===== src/rtl/seg7_scan_driver.sv =====
// Multiplexed driver for an active-low, common-anode seven-segment display.
// Client data is double-buffered and committed only at frame boundaries.
module seg7_scan_driver #(
  parameter int NUM_DIGITS = 8,
  parameter int SCAN_DIV   = 100000,
  parameter int BLANK_CYC  = 1
) (
  input  logic                    sys_clk,
  input  logic                    sys_rst_n,
  input  logic                    upd,
  input  logic [4*NUM_DIGITS-1:0] digits_in,
  input  logic [NUM_DIGITS-1:0]   dig_en,
  input  logic [NUM_DIGITS-1:0]   dp_in,
  output logic [NUM_DIGITS-1:0]   AN,
  output logic                    CA,
  output logic                    CB,
  output logic                    CC,
  output logic                    CD,
  output logic                    CE,
  output logic                    CF,
  output logic                    CG,
  output logic                    DP,
  output logic                    frame_done
);

  localparam int CNT_W = (SCAN_DIV > 2) ? $clog2(SCAN_DIV) : 1;
  localparam int IDX_W = (NUM_DIGITS > 1) ? $clog2(NUM_DIGITS) : 1;

  // upd is a fire-and-forget strobe: there is no ready, every pulse is taken,
  // and a later pulse before the frame boundary replaces the earlier one.

  logic [CNT_W-1:0]        r_cnt;
  logic [IDX_W-1:0]        r_idx;
  logic                    r_pend_valid;
  logic [4*NUM_DIGITS-1:0] r_pend_digits;
  logic [NUM_DIGITS-1:0]   r_pend_en;
  logic [NUM_DIGITS-1:0]   r_pend_dp;
  logic [4*NUM_DIGITS-1:0] r_act_digits;
  logic [NUM_DIGITS-1:0]   r_act_en;
  logic [NUM_DIGITS-1:0]   r_act_dp;
  logic [NUM_DIGITS-1:0]   r_an;
  logic [6:0]              r_seg;
  logic                    r_dp;
  logic                    r_frame_done;

  logic                    w_cnt_wrap;
  logic                    w_boundary;
  logic                    w_lit;
  logic [3:0]              w_nib;
  logic [NUM_DIGITS-1:0]   w_onehot;
  logic [NUM_DIGITS-1:0]   w_an_next;
  logic [6:0]              w_seg_next;
  logic                    w_dp_next;

  // Segment pattern {a,b,c,d,e,f,g}, active-low.
  function automatic logic [6:0] seg_decode(input logic [3:0] nib);
    case (nib)
      4'h0: seg_decode = 7'b0000001;
      4'h1: seg_decode = 7'b1001111;
      4'h2: seg_decode = 7'b0010010;
      4'h3: seg_decode = 7'b0000110;
      4'h4: seg_decode = 7'b1001100;
      4'h5: seg_decode = 7'b0100100;
      4'h6: seg_decode = 7'b0100000;
      4'h7: seg_decode = 7'b0001111;
      4'h8: seg_decode = 7'b0000000;
      4'h9: seg_decode = 7'b0000100;
      4'hA: seg_decode = 7'b0001000;
      4'hB: seg_decode = 7'b1100000;
      4'hC: seg_decode = 7'b0110001;
      4'hD: seg_decode = 7'b1000010;
      4'hE: seg_decode = 7'b0110000;
      default: seg_decode = 7'b0111000;
    endcase
  endfunction

  always_comb begin
    w_cnt_wrap = (r_cnt == CNT_W'(SCAN_DIV - 1));
    w_boundary = w_cnt_wrap && (r_idx == IDX_W'(NUM_DIGITS - 1));
    w_nib      = r_act_digits[{r_idx, 2'b00} +: 4];
    w_onehot   = {{(NUM_DIGITS-1){1'b0}}, 1'b1} << r_idx;
    // Leading cycles of each slot stay dark so the previous digit cannot ghost.
    w_lit      = (r_cnt >= CNT_W'(BLANK_CYC)) && r_act_en[r_idx];
    w_an_next  = '1;
    w_seg_next = '1;
    w_dp_next  = 1'b1;
    if (w_lit) begin
      w_an_next  = ~w_onehot;
      w_seg_next = seg_decode(w_nib);
      w_dp_next  = ~r_act_dp[r_idx];
    end
  end

  always_ff @(posedge sys_clk or negedge sys_rst_n) begin
    if (!sys_rst_n) begin
      r_cnt         <= '0;
      r_idx         <= '0;
      r_pend_valid  <= 1'b0;
      r_pend_digits <= '0;
      r_pend_en     <= '0;
      r_pend_dp     <= '0;
      r_act_digits  <= '0;
      r_act_en      <= '0;
      r_act_dp      <= '0;
      r_an          <= '1;
      r_seg         <= '1;
      r_dp          <= 1'b1;
      r_frame_done  <= 1'b0;
    end else begin
      r_cnt        <= w_cnt_wrap ? '0 : r_cnt + 1'b1;
      if (w_cnt_wrap) begin
        r_idx <= w_boundary ? '0 : r_idx + 1'b1;
      end
      r_frame_done <= w_boundary;
      // A strobe landing on the boundary cycle bypasses the pending buffer.
      if (w_boundary) begin
        r_pend_valid <= 1'b0;
        if (upd) begin
          r_act_digits <= digits_in;
          r_act_en     <= dig_en;
          r_act_dp     <= dp_in;
        end else if (r_pend_valid) begin
          r_act_digits <= r_pend_digits;
          r_act_en     <= r_pend_en;
          r_act_dp     <= r_pend_dp;
        end
      end else if (upd) begin
        r_pend_valid  <= 1'b1;
        r_pend_digits <= digits_in;
        r_pend_en     <= dig_en;
        r_pend_dp     <= dp_in;
      end
      r_an  <= w_an_next;
      r_seg <= w_seg_next;
      r_dp  <= w_dp_next;
    end
  end

  assign AN                           = r_an;
  assign {CA, CB, CC, CD, CE, CF, CG} = r_seg;
  assign DP                           = r_dp;
  assign frame_done                   = r_frame_done;

endmodule


===== config.mk =====
export PLATFORM = sky130hd
export DESIGN_NAME = seg7_scan_driver
export DESIGN_NICKNAME = d
export VERILOG_FILES = /design/src/rtl/seg7_scan_driver.sv
export SDC_FILE = /design/constraint.sdc
export NUM_CORES = 1
export LEC_CHECK = 0
export CAP_MARGIN = 5
export CORE_AREA = 2 2 115 117
export DETAILED_ROUTE_END_ITERATION = 6
export DIE_AREA = 0 0 117 119
export PLACE_DENSITY = 0.74
export RECOVER_POWER = 100
export SLEW_MARGIN = 5
export SYNTH_ARGS = -nofsm -noshare
export SYNTH_HDL_FRONTEND = slang
export SYNTH_SLANG_ARGS = --single-unit

===== constraint.sdc =====
create_clock -name sys_clk -period 2.1 [get_ports sys_clk]
set_input_delay 0.42 -clock sys_clk [delete_from_list [all_inputs] [get_ports sys_clk]]
set_output_delay 0.42 -clock sys_clk [all_outputs]
set_load 0.005 [all_outputs]

==> results of run 1 <==
==> cells in the mapped netlist <==
cell type | instances | share of area
nor4_1 | 6 | 0.0060
o221ai_2 | 1 | 0.0024
clkinv_1 | 1 | 0.00060
buf_6 | 3 | 0.0054
or3_2 | 1 | 0.0012
nor4bb_1 | 1 | 0.0016
buf_2 | 16 | 0.013
a21oi_1 | 51 | 0.041
and2_1 | 1 | 0.0010
inv_1 | 8 | 0.0048
dfrtp_1 | 118 | 0.48
a21boi_1 | 1 | 0.0012
or2_2 | 2 | 0.0020
nand4_1 | 3 | 0.0030
ha_1 | 14 | 0.028
nand3_1 | 6 | 0.0048
nand3_2 | 1 | 0.0016
nand2b_1 | 4 | 0.0040
clkbuf_1 | 7 | 0.0042
o21ai_1 | 1 | 0.00081
mux4_2 | 4 | 0.015
dfstp_2 | 16 | 0.068
buf_4 | 2 | 0.0024
or3_1 | 1 | 0.0010
o22ai_1 | 1 | 0.0010
xnor2_1 | 6 | 0.0085
or3_4 | 1 | 0.0018
o21ai_0 | 3 | 0.0024
mux2i_2 | 1 | 0.0022
nor4_2 | 1 | 0.0020
or4_1 | 1 | 0.0012
or2_1 | 1 | 0.0010
o211ai_1 | 3 | 0.0036
o221ai_1 | 2 | 0.0028
xor2_1 | 8 | 0.011
mux2i_1 | 53 | 0.085
mux2_1 | 2 | 0.0036
mux2_2 | 50 | 0.091
and3_1 | 1 | 0.0010
nor3_1 | 2 | 0.0016
nor2_1 | 62 | 0.037
mux4_1 | 8 | 0.034
and4_1 | 1 | 0.0014
and2b_2 | 1 | 0.0014
nand2_1 | 28 | 0.017
==> repair_timing <==
action,CTS,global route
hold endpoints to repair,17,0
hold buffers,1,0
cloned,2,2
endpoints found under the setup margin,109,101
pin swaps,1,5
resized for setup,5,16
buffers inserted,7,2
==> layout make-up <==
type	count	area (µm²)
well taps	176	220
repair buffers	110	1100
flip-flops and latches	134	3370
clock buffers	17	425
inverters	9	36.3
fillers	981	4780
multi-input cells	334	2740
clock inverters	15	203
==> cells in the final DEF, fill, tap and decap left out, drive strengths merged, types with 2 or more instances in the layout <==
| master | instances |
|---|---|
| xnor2 | 6 |
| clkdlybuf4s50 | 48 |
| o221ai | 3 |
| nand3 | 7 |
| bufinv | 4 |
| buf | 36 |
| dfstp | 16 |
| o211ai | 3 |
| clkinvlp | 2 |
| clkbuf | 25 |
| nor2 | 62 |
| nor3 | 2 |
| dlygate4sd3 | 18 |
| dfrtp | 118 |
| xor2 | 8 |
| nand2b | 4 |
| ha | 14 |
| a21oi | 51 |
| nor4 | 7 |
| mux4 | 12 |
| nand2 | 28 |
| or2 | 3 |
| mux2i | 54 |
| inv | 11 |
| nand4 | 3 |
| mux2 | 52 |
| or3 | 3 |
| o21ai | 4 |
| clkinv | 7 |
==> state kept, by name (all words and copies together) (netlist names) <==
signal         flops
DP                 1
frame_done         1
r_pend_digits     32
r_act_dp           8
r_pend_dp          8
r_act_en           8
r_seg              7
r_cnt             17
AN                 8
r_pend_valid       1
r_act_digits      32
r_idx              3
r_pend_en          8
==> worst max-delay path by stage <==
| stage | depth (start not counted) | from | slack [ns] | to |
|---|---|---|---|---|
| final | 8 | r_idx[0] | -0.12 | r_seg[3] |
| after global routing | 6 | r_idx[0] | -0.19 | r_seg[6] |
| after CTS | 7 | r_idx[0] | -0.02 | r_seg[2] |
| after detailed placement | 5 | r_idx[0] | -0.21 | r_seg[1] |
| after global placement | 5 | r_idx[0] | -0.16 | r_seg[0] |
| after floorplan | 7 | r_idx[0] | -0.002 | r_seg[3] |
==> worst max-delay path: cells and delay by family (launching register included) <==
kind / cells / cell delay (ns)
buf+inv: 3 / 0.44
flops: 1 / 0.40
mux: 4 / 1.20
simple gates: 1 / 0.09
==> metrics by stage <==
step           area [µm²]  setup WS (ns)  utilization  total power, mW
2_1_floorplan        6230       -0.00241            -             2.96
3_3_place_gp         7240         -0.159        0.562             3.16
3_5_place_dp         7240         -0.208        0.562             3.18
4_1_cts              7990        -0.0188        0.620             6.34
5_1_grt              8100         -0.191        0.629             6.49
6_report             8100         -0.118        0.629             6.30
==> where the power goes <==
part | total, mW | leakage (nW) | switching, mW | internal [mW]
Clock | 3.16 | 0.304 | 1.17 | 2.00
Sequential | 2.72 | 1.69 | 0.0468 | 2.68
Combinational | 0.409 | 1.58 | 0.182 | 0.226
==> cells by family (layout without fill, tap and decap cells) <==
family | Yosys count | after routing | share of synthesized area
flops | 134 | 134 | 0.543
mux | 118 | 118 | 0.230
simple gates | 125 | 125 | 0.0923
buf+inv | 37 | 151 | 0.0304
compound gates | 63 | 63 | 0.0554
xor+xnor | 14 | 14 | 0.0198
fa+ha+maj | 14 | 14 | 0.0282
==> per-layer routing <==
metal / vias up / wire length, µm / GRT usage
met2: 122 / 6960 / 0.324
met3: 25 / 666 / 0.0433
li1: 1997 / - / -
met1: 2200 / 5930 / 0.282
met5: - / 0 / 0
met4: 0 / 299 / 0.0721
==> impl_metrics.env, run 1 <==
export IMPL_seq_area_frac_synth=0.543
export IMPL_htree_levels=4
export IMPL_worst_ep_required_time_ns=2.43
export IMPL_fin_ws_ns=-0.118
export IMPL_hold_class="input pin to flip-flop"
export IMPL_n_antenna_cell=0
export IMPL_reg2reg_depth=8
export IMPL_wl_per_cell_um=17.4
export IMPL_drt_iter0_markers=363
export IMPL_fmax_mhz=451
export IMPL_min_period_ns=2.22
export IMPL_critPathKind="flip-flop to flip-flop"
export IMPL_fin_crit_sh=1.06
export IMPL_die_w_um=117
export IMPL_grt_pass1_wl_mm=22.0
export IMPL_fin_nets=671
export IMPL_hold_path_end="r_pend_valid"
export IMPL_critical_path_most_common_cell="buf_4"
export IMPL_dp_cells=749
export IMPL_power_density_mw_per_mm2=778
export IMPL_num_vias=4344
export IMPL_worstPathCellList="buf_4, buf_4, mux4_1, mux2i_1, buf_4, mux2_2, mux2i_1, nand2_1"
export IMPL_area_delta_synth_final_pct=30.5
export IMPL_port_buffers=67
export IMPL_critPathLaunchType="flip-flop"
export IMPL_hold_depth=3
export IMPL_io_pins=68
export IMPL_ys_ff_latch=134
export IMPL_worst_ep_arrival_time_ns=2.55
export IMPL_rrSetupSlack_ns=-0.12
export IMPL_maxSlewViolCount=0
export IMPL_clock_sinks=134
export IMPL_ir_drop_mv=0.674
export IMPL_synthCells=505
export IMPL_grt_use_total=0.205
export IMPL_clkLatencyLatePin_ns=0.42
export IMPL_clock_path_buffers=2
export IMPL_initial_core_util=0.482
export IMPL_crit_slowest_cell="mux4_1"
export IMPL_root_buffer="clkbuf_16"
export IMPL_synthDistinctLibCells=45
export IMPL_hold_violations=0
export IMPL_synth_nets=570
export IMPL_dr_pass1_iters=4
export IMPL_p_leak_nw=3.57
export IMPL_fp_dieH_um=119
export IMPL_yosys_warnings=0
export IMPL_syn_cell_area_mm2=0.00621
export IMPL_grt_remaining_overflow=0
export IMPL_drv_cap=0
export IMPL_whs_ns=0.391
export IMPL_critical_path_max_stage_delay_ns=0.53
export IMPL_path_max_fanout=7
export IMPL_fin_worst_skew_ns=0.00834
export IMPL_antenna_found_initial=0
export IMPL_fin_cells=795
export IMPL_worstMarginPinSlew_ns=1.22
export IMPL_drive_gt1_frac=0.267
export IMPL_place_congestion=0.867
export IMPL_via_per_inst=5.46
export IMPL_cts_tree="yes"
export IMPL_rsz0062_at_grt="yes"
export IMPL_coreArea_mm2=0.0129
export IMPL_cp_end_kind="flip-flop"
export IMPL_dieArea_mm2=0.0139
export IMPL_wl_mm=13.9
export IMPL_drtAntennaViolNets=0
export IMPL_maxSlewHeadroom=0.185
export IMPL_outcome="finished, violations left"
export IMPL_violations="negative setup slack"
export IMPL_r2r_end="r_seg[3]"
export IMPL_timing_rr_start="r_idx[0]"
export IMPL_hpwlAfterDp_mm=8.62
export IMPL_syn_avg_cell_area_um2=12.3
export IMPL_grt_max_degree=74
export IMPL_fin_tns_setup_ns=-0.235
export IMPL_rows=42
export IMPL_numCtsBuffers=17
export IMPL_setup_viol=3
export IMPL_hp_start="upd"
export IMPL_grt_pass1_vias=4341
export IMPL_drc=0
export IMPL_cts_clk_slew_worst_paths_ns=0.06
Note: power is estimated with default switching activity, not from simulation.
==> inputs of run 2 (changes only) <==
Settings changed: TNS_END_PERCENT set to 50.
==> results of run 2 <==
The final DEF is identical to that of run 1; final timing and power are the same.
